===== src/rtl/lrwait_queue_ctrl.sv =====
// LR-wait / SC-wait queue controller: a single reservation slot in front of a memory bank,
// turning waiting LRs into a successor chain that is woken one at a time.
module lrwait_queue_ctrl #(
  parameter int AddrWidth = 32,
  parameter int DataWidth = 32,
  parameter int MetaWidth = 12
) (
  input  logic                   clk_i,
  input  logic                   rst_i,
  input  logic                   in_valid_i,
  output logic                   in_ready_o,
  input  logic [AddrWidth-1:0]   in_addr_i,
  input  logic [3:0]             in_amo_i,
  input  logic                   in_write_i,
  input  logic [DataWidth-1:0]   in_wdata_i,
  input  logic [DataWidth/8-1:0] in_be_i,
  input  logic [MetaWidth-1:0]   in_meta_i,
  input  logic                   in_lrwait_i,
  output logic                   out_valid_o,
  input  logic                   out_ready_i,
  output logic [DataWidth-1:0]   out_rdata_o,
  output logic [MetaWidth-1:0]   out_meta_o,
  output logic                   out_lrwait_o,
  output logic                   out_error_o,
  output logic                   bank_req_o,
  output logic                   bank_we_o,
  output logic [AddrWidth-1:0]   bank_addr_o,
  output logic [DataWidth-1:0]   bank_wdata_o,
  output logic [DataWidth/8-1:0] bank_be_o,
  input  logic [DataWidth-1:0]   bank_rdata_i
);

  localparam int BeWidth = DataWidth / 8;
  localparam logic [3:0] AmoNone   = 4'h0;
  localparam logic [3:0] AmoLrWait = 4'hC;
  localparam logic [3:0] AmoScWait = 4'hD;

  logic                 r_res_valid;
  logic [AddrWidth-1:0] r_res_addr;
  logic [MetaWidth-1:0] r_res_head;
  logic [MetaWidth-1:0] r_res_tail;
  logic                 r_wait_wakeup;

  logic                 r_out_valid;
  logic [MetaWidth-1:0] r_out_meta;
  logic                 r_out_lrwait;
  logic                 r_out_error;
  logic [DataWidth-1:0] r_out_data;
  logic                 r_from_bank;

  logic                 w_accept;
  logic                 w_addr_hit;
  logic                 w_plain;
  logic                 w_lr;
  logic                 w_sc;
  logic                 w_sc_ok;
  logic                 w_wake_ok;

  logic                 w_resp;
  logic [MetaWidth-1:0] w_resp_meta;
  logic [DataWidth-1:0] w_resp_data;
  logic                 w_resp_lrwait;
  logic                 w_resp_error;
  logic                 w_resp_from_bank;

  logic                 w_res_valid_next;
  logic [AddrWidth-1:0] w_res_addr_next;
  logic [MetaWidth-1:0] w_res_head_next;
  logic [MetaWidth-1:0] w_res_tail_next;
  logic                 w_wait_wakeup_next;

  assign in_ready_o  = !r_out_valid || out_ready_i;
  assign w_accept    = in_valid_i && in_ready_o && !rst_i;
  assign w_addr_hit  = r_res_valid && (in_addr_i == r_res_addr);
  assign w_plain     = !in_lrwait_i && (in_amo_i == AmoNone);
  assign w_lr        = !in_lrwait_i && (in_amo_i == AmoLrWait);
  assign w_sc        = !in_lrwait_i && (in_amo_i == AmoScWait);
  assign w_sc_ok     = w_sc && w_addr_hit && (in_meta_i == r_res_head) && !r_wait_wakeup;
  assign w_wake_ok   = in_lrwait_i && (in_amo_i == AmoLrWait) && w_addr_hit && r_wait_wakeup;

  always_comb begin
    bank_req_o         = 1'b0;
    bank_we_o          = 1'b0;
    bank_addr_o        = '0;
    bank_wdata_o       = '0;
    bank_be_o          = '0;
    w_resp             = 1'b0;
    w_resp_meta        = in_meta_i;
    w_resp_data        = '0;
    w_resp_lrwait      = 1'b0;
    w_resp_error       = 1'b0;
    w_resp_from_bank   = 1'b0;
    w_res_valid_next   = r_res_valid;
    w_res_addr_next    = r_res_addr;
    w_res_head_next    = r_res_head;
    w_res_tail_next    = r_res_tail;
    w_wait_wakeup_next = r_wait_wakeup;

    if (w_accept) begin
      if (in_lrwait_i) begin
        // Non-matching WakeUps vanish silently: no bank access and no response.
        if (w_wake_ok) begin
          w_resp             = 1'b1;
          w_resp_meta        = in_wdata_i[MetaWidth-1:0];
          w_resp_from_bank   = 1'b1;
          w_res_head_next    = in_wdata_i[MetaWidth-1:0];
          w_wait_wakeup_next = 1'b0;
          bank_req_o         = 1'b1;
          bank_addr_o        = r_res_addr;
          bank_be_o          = {BeWidth{1'b1}};
        end
      end else begin
        w_resp = 1'b1;
        if (w_plain) begin
          bank_req_o       = 1'b1;
          bank_we_o        = in_write_i;
          bank_addr_o      = in_addr_i;
          bank_wdata_o     = in_write_i ? in_wdata_i : '0;
          bank_be_o        = in_be_i;
          w_resp_from_bank = !in_write_i;
        end else if (w_lr) begin
          if (!r_res_valid) begin
            w_res_valid_next = 1'b1;
            w_res_addr_next  = in_addr_i;
            w_res_head_next  = in_meta_i;
            w_res_tail_next  = in_meta_i;
            w_resp_from_bank = 1'b1;
            bank_req_o       = 1'b1;
            bank_addr_o      = in_addr_i;
            bank_be_o        = {BeWidth{1'b1}};
          end else if (w_addr_hit) begin
            // Link the newcomer behind the current tail via a SuccUpdate.
            w_resp_meta                 = r_res_tail;
            w_resp_data[MetaWidth-1:0]  = in_meta_i;
            w_resp_lrwait               = 1'b1;
            w_res_tail_next             = in_meta_i;
          end else begin
            w_resp_error = 1'b1;
          end
        end else if (w_sc) begin
          if (w_sc_ok) begin
            bank_req_o   = 1'b1;
            bank_we_o    = 1'b1;
            bank_addr_o  = in_addr_i;
            bank_wdata_o = in_wdata_i;
            bank_be_o    = in_be_i;
            if (r_res_head == r_res_tail) begin
              w_res_valid_next = 1'b0;
            end else begin
              w_wait_wakeup_next = 1'b1;
            end
          end else begin
            w_resp_data = DataWidth'(1);
          end
        end else begin
          w_resp_error = 1'b1;
        end
      end
    end
  end

  always_ff @(posedge clk_i) begin
    if (rst_i) begin
      r_res_valid   <= 1'b0;
      r_res_addr    <= '0;
      r_res_head    <= '0;
      r_res_tail    <= '0;
      r_wait_wakeup <= 1'b0;
      r_out_valid   <= 1'b0;
      r_out_meta    <= '0;
      r_out_lrwait  <= 1'b0;
      r_out_error   <= 1'b0;
      r_out_data    <= '0;
      r_from_bank   <= 1'b0;
    end else begin
      r_res_valid   <= w_res_valid_next;
      r_res_addr    <= w_res_addr_next;
      r_res_head    <= w_res_head_next;
      r_res_tail    <= w_res_tail_next;
      r_wait_wakeup <= w_wait_wakeup_next;
      if (w_resp) begin
        r_out_valid  <= 1'b1;
        r_out_meta   <= w_resp_meta;
        r_out_lrwait <= w_resp_lrwait;
        r_out_error  <= w_resp_error;
        r_out_data   <= w_resp_data;
        r_from_bank  <= w_resp_from_bank;
      end else begin
        if (out_ready_i) begin
          r_out_valid <= 1'b0;
        end
        // Bank data is only valid for one cycle; freeze it in case the consumer stalls.
        if (r_from_bank) begin
          r_out_data  <= bank_rdata_i;
          r_from_bank <= 1'b0;
        end
      end
    end
  end

  assign out_valid_o  = r_out_valid;
  assign out_meta_o   = r_out_meta;
  assign out_lrwait_o = r_out_lrwait;
  assign out_error_o  = r_out_error;
  assign out_rdata_o  = r_from_bank ? bank_rdata_i : r_out_data;

endmodule


===== config.mk =====
export PLATFORM = sky130hd
export DESIGN_NAME = lrwait_queue_ctrl
export DESIGN_NICKNAME = d
export VERILOG_FILES = /design/src/rtl/lrwait_queue_ctrl.sv
export SDC_FILE = /design/constraint.sdc
export NUM_CORES = 1
export LEC_CHECK = 0
export CAP_MARGIN = 20
export CORE_ASPECT_RATIO = 0.5
export CORE_UTILIZATION = 45
export CTS_CLUSTER_DIAMETER = 30
export CTS_CLUSTER_SIZE = 28
export DETAILED_ROUTE_END_ITERATION = 7
export PLACE_DENSITY = 0.9
export RECOVER_POWER = 100
export SYNTH_ARGS = -nofsm -noshare
export SYNTH_HDL_FRONTEND = slang
export SYNTH_SLANG_ARGS = --single-unit

===== constraint.sdc =====
create_clock -name clk_i -period 5.5 [get_ports clk_i]
set_clock_uncertainty 0.1 [all_clocks]
set_input_delay 0.825 -clock clk_i [delete_from_list [all_inputs] [get_ports clk_i]]
set_output_delay 0.825 -clock clk_i [all_outputs]
set_load 0.05 [all_outputs]

Word-level counts from Yosys, hierarchy flattened
Index checks and enable logic that the tools add are counted.
{"block": "totals", "ff_bits": 106, "word_cells": 150}
{"block": "classes", "eq_ne": 11, "mux": 91, "bitwise_logic": 5, "n_reduce_logical": 32}
{"op": "32-bit 2-to-1 mux", "count": 20}
{"op": "12-bit 2-to-1 mux", "count": 17}
{"op": "1-bit 2-to-1 mux", "count": 45}
{"op": "32-bit equality test", "count": 1}
{"op": "4-bit 2-to-1 mux", "count": 8}
{"op": "12-bit equality test", "count": 2}
{"op": "20-bit 2-to-1 mux", "count": 1}
{"op": "5-bit AND reduction", "count": 3}
{"op": "2-bit nonzero test", "count": 7}
{"op": "1-bit logical AND", "count": 12}
{"op": "4-bit equality test (second input constant)", "count": 2}
{"op": "2-bit inequality test (second input constant)", "count": 4}
{"op": "7-bit AND reduction", "count": 1}
{"op": "6-bit AND reduction", "count": 1}
{"op": "1-bit zero test", "count": 5}
{"op": "1-bit NOT", "count": 5}
{"op": "4-bit zero test", "count": 1}
{"op": "2-bit by 1-bit inequality test with 1-bit output (second input constant)", "count": 2}
{"op": "3-bit OR reduction", "count": 1}
{"op": "1-bit logical OR", "count": 1}

Logic depth before layout (Yosys ltp)
{"block": "depth", "word_depth": 12, "depth_mapped": 8}

Worst setup path after synthesis
OpenSTA, ideal clock, no wires.
{"block": "synth_path", "path_kind": "input to output", "start": "input port in_addr_i[5]", "end": "output port bank_be_o[0]", "arrival_ns": 3.378, "required_ns": 4.575, "setup_slack_ns": 1.197, "cell_stages": 7, "n_path_buf": 1, "path_cell_list": "xor2_1 -> nor4_1 -> nand4_1 -> buf_6 -> nor4_1 -> nor2_1 -> a211oi_1"}
{"block": "synth_via", "elab_chain_len": 11, "elab_cells_between_ends": 14, "cone_classes": "eq/ne: 1; mux: 7; reduce/logical: 6"}
{"element": "from (decl)", "line_no": "12", "text": "input logic [AddrWidth-1:0] in_addr_i,"}
{"element": "32-bit equality test (*)", "line_no": "74", "text": "assign w_addr_hit = r_res_valid && (in_addr_i == r_res_addr);"}
{"element": "1-bit logical AND (*)", "line_no": "74"}
{"element": "1-bit logical AND (3 in a row)", "line_no": "78", "text": "assign w_sc_ok = w_sc && w_addr_hit && (in_meta_i == r_res_head) && !r_wait_wakeup;"}
{"element": "4-bit 2-to-1 mux", "line_no": "141", "text": "if (w_sc_ok) begin"}
{"element": "4-bit 2-to-1 mux", "line_no": "140", "text": "end else if (w_sc) begin"}
{"element": "4-bit 2-to-1 mux", "line_no": "121", "text": "end else if (w_lr) begin"}
{"element": "4-bit 2-to-1 mux", "line_no": "114", "text": "if (w_plain) begin"}
{"element": "4-bit 2-to-1 mux (*)", "line_no": "100", "text": "if (in_lrwait_i) begin"}
{"element": "4-bit 2-to-1 mux (*)", "line_no": "99", "text": "if (w_accept) begin"}
{"element": "to (decl)", "line_no": "29", "text": "output logic [DataWidth/8-1:0] bank_be_o,"}
Every way passes the cells marked *; elsewhere a longest branch is shown, timed or not.

Worst setup path after layout
{"block": "layout_path", "start": "input port in_addr_i[18]", "end": "output port bank_wdata_o[26]"}
{"block": "layout_via", "elab_chain_len": 11}
{"element": "32-bit equality test", "line_no": "74"}
{"element": "1-bit logical AND", "line_no": "74"}
{"element": "1-bit logical AND (3 in a row)", "line_no": "78"}
{"element": "32-bit 2-to-1 mux", "line_no": "141"}
{"element": "32-bit 2-to-1 mux", "line_no": "140"}
{"element": "32-bit 2-to-1 mux", "line_no": "121"}
{"element": "32-bit 2-to-1 mux", "line_no": "114"}
{"element": "32-bit 2-to-1 mux", "line_no": "100"}
{"element": "32-bit 2-to-1 mux", "line_no": "99"}
{"element": "to (decl)", "line_no": "28", "text": "output logic [DataWidth-1:0] bank_wdata_o,"}
Every way passes these cells.

==> flow_summary.json <==
{
  "status": "complete, but fails checks",
  "violations": "capacitance limit, slew limit",
  "cts_hold_buf": 0,
  "dieArea_um2": 13300,
  "power.leakage_uw": 0.00363,
  "setup_viol": 0,
  "numCtsBuffers": 9,
  "syn_inst": 659,
  "synth.avg_cell_area_um2": 8.75,
  "seq_area_um2": 2120,
  "crit_arrival_ns": 4.04,
  "max_slew.worst_pin.slew_ns": 2.23,
  "fillCellCount": 851,
  "remaining_drc_errors": 0,
  "critPathKind": "in2out",
  "clkLatencyLatePin_ns": 0.35,
  "hp-start": "out_lrwait_o",
  "vias_per_cell": 5.77,
  "r2r_setup_slack_ns": 1.80,
  "grt_usage_pct": 29.0,
  "dp_hpwl_um": 14600,
  "ys_seq_area_share_pct": 36.8,
  "rows": 28,
  "crit_required_ns": 4.58,
  "cts_sinks": 106,
  "timing.hold.ws_ns": 0.366,
  "vias": 6037,
  "antenna_found_initial": 0,
  "drt_iter0_markers": 482,
  "grt_pass1_wl_um": 29900,
  "maxCapViolations": 1,
  "detail_route.first_pass.iterations": 5,
  "fin_tns_setup_ns": 0,
  "cp_max_fo": 23,
  "die_height_um": 82.0,
  "ff2ff_path_depth": 7,
  "finalHoldViolations": 0,
  "cts_setup_buffers": 0,
  "root_buffer": "clkbuf_16",
  "max_freq_mhz": 202,
  "syn-cell-area_um2": 5760,
  "final_max_slew_viol_count": 65,
  "r2r-end": "r_out_data[9]",
  "first_global_vias": 5750,
  "drt_wl_total_um": 20100,
  "yosysWarnings": 0,
  "final_net_count": 999,
  "rsz0062_at_grt": "no",
  "cts_tree": "built",
  "drive_gt1_share_pct": 15.9,
  "min_period_over_period_pct": 90.2,
  "die_x_um": 162,
  "worstSetupEndpointType": "output pin",
  "final_antenna_net_count": 0,
  "cts_buffer_depth": 2,
  "grt_start_max_net_pins": 65,
  "synth-seq-cells": 106,
  "min_path_cells": 1,
  "rr_startpoint": "r_res_addr[18]",
  "wire_per_inst_um": 19.2,
  "synth.distinct_cells": 47,
  "path_clk_slew_ns": 0.08,
  "core_area_um2": 12200,
  "hp-class": "reg2reg",
  "power.density_nw_per_um2": 184,
  "area_growth_syn_to_layout_pct": 59.0,
  "start_util_pct": 47.4,
  "syn_nets": 781,
  "htreeDepth": 3,
  "max-vdd-ir-drop_v": 0.000157,
  "worstSetupStartpointType": "input port",
  "cts_resized": 0,
  "place.gp.congestion": 0.966,
  "pin_count": 240,
  "portBuffers": 239,
  "diodes": 0,
  "min_to": "out_lrwait_o",
  "multi_input_area_um2": 3300,
  "grt.overflow.total": 0,
  "min_period_ns": 4.96,
  "slew_headroom_pct": -48.7
}
metrics by stage:
step / instance area [µm²] / util (%) / setup WS, ns / power (µW) / instances
floorplan: 5760 / - / 1.20 / 917 / 659
CTS: 9270 / 76.3 / 0.795 / 1700 / 1046
finish: 9170 / 75.4 / 0.538 / 1690 / 1047
global placement: 8980 / 73.9 / 0.884 / 1070 / 1030
detailed placement: 8980 / 73.9 / 0.820 / 1080 / 1030
global route: 9170 / 75.4 / 0.272 / 1740 / 1047
power breakdown:
group,internal [µW],switching [µW]
logic,129,144
clock network,316,311
registers,778,7.59
worst max-delay path, cell delays in order:
cell	delay, ns
dlygate4sd3_1	0.59
xor2_1	0.18
nor4_1	0.48
nand4_1	0.17
clkbuf_1	0.28
or4_4	0.62
a21oi_2	0.19
buf_4	0.27
and2_0	0.25
buf_12	0.16
synthesized netlist by cell type (all sizes together):
master,count,area [µm²]
nand3b,1,7.51
nor2b,11,68.8
a221oi,13,176
nor4,15,106
nand4,9,56.3
a21oi,20,115
o22ai,12,75.1
a21o,2,15.0
o21ai,48,240
buf,13,83.8
inv,15,56.3
a31oi,11,68.8
and3,1,6.26
nor4b,1,8.76
o21a,1,7.51
mux2,32,360
dfxtp,106,2120
and4bb,2,25.0
o211ai,2,15.0
nand3,15,75.1
nor3,7,35.0
and4b,1,10.0
mux2i,12,120
a32o,6,60.1
clkbuf,37,141
o31ai,2,15.0
a22o,38,334
a211oi,16,125
xnor2,13,114
nand2b,1,6.26
or4,4,41.3
nor3b,1,7.51
nand2,83,312
nor2,12,45.0
and2,53,332
xor2,43,377
area by class of cell:
class                           instances  share of cell area [%]
Multi-Input combinational cell        488                    36.0
Timing Repair Buffer                  257                    34.9
Sequential cell                       106                    23.1
Clock buffer                            9                    2.46
Tap cell                              165                    2.25
Clock inverter                          7                   0.682
Inverter                               15                   0.614
metal layers:
| metal | part of all wire (%) | vias to the layer above | track usage, % |
|---|---|---|---|
| met3 | 7.4 | 39 | 5.96 |
| met5 | 0 | - | 0 |
| li1 | - | 2798 | - |
| met2 | 50 | 283 | 51.9 |
| met1 | 41 | 2917 | 35.7 |
| met4 | 1.7 | 0 | 8.49 |
registers in the layout, indices dropped and copies added, names as in the netlist:
name           count
out_error_o        1
out_lrwait_o       1
out_meta_o        12
out_valid_o        1
r_from_bank        1
r_out_data        32
r_res_addr        32
r_res_head        12
r_res_tail        12
r_res_valid        1
r_wait_wakeup      1
kinds of logic after synthesis:
| family | share of synthesized area (%) |
|---|---|
| xor+xnor | 8.51 |
| compound gates | 21.6 |
| simple gates | 19.8 |
| flops | 36.8 |
| buf+inv | 4.88 |
| mux | 8.34 |
worst max path at each step:
| stage | start | end |
|---|---|---|
| after floorplan | in_addr_i[5] | bank_be_o[0] |
| after global placement | in_addr_i[19] | bank_addr_o[18] |
| after detailed placement | in_addr_i[18] | bank_addr_o[0] |
| after CTS | in_addr_i[18] | bank_addr_o[0] |
| after global routing | in_addr_i[18] | bank_wdata_o[16] |
| final | in_addr_i[18] | bank_wdata_o[26] |
placed cells by master (no fill, tap or decap), types with 13 or more instances in the layout:
cell type	netlist	layout
xor2_1	43	43
dfxtp_1	106	106
nor4_1	13	14
a211oi_1	15	15
nand3_1	15	15
buf_4	4	14
a22o_1	37	37
and2_1	53	23
dlygate4sd3_1	0	50
and2_0	0	30
a221oi_1	3	13
xnor2_1	13	13
a21oi_1	18	18
inv_1	15	15
nand2_1	83	83
clkdlybuf4s50_1	0	119
buf_12	0	69
mux2_2	32	32
o21ai_0	48	48
Power figures use the tool's default switching activity.
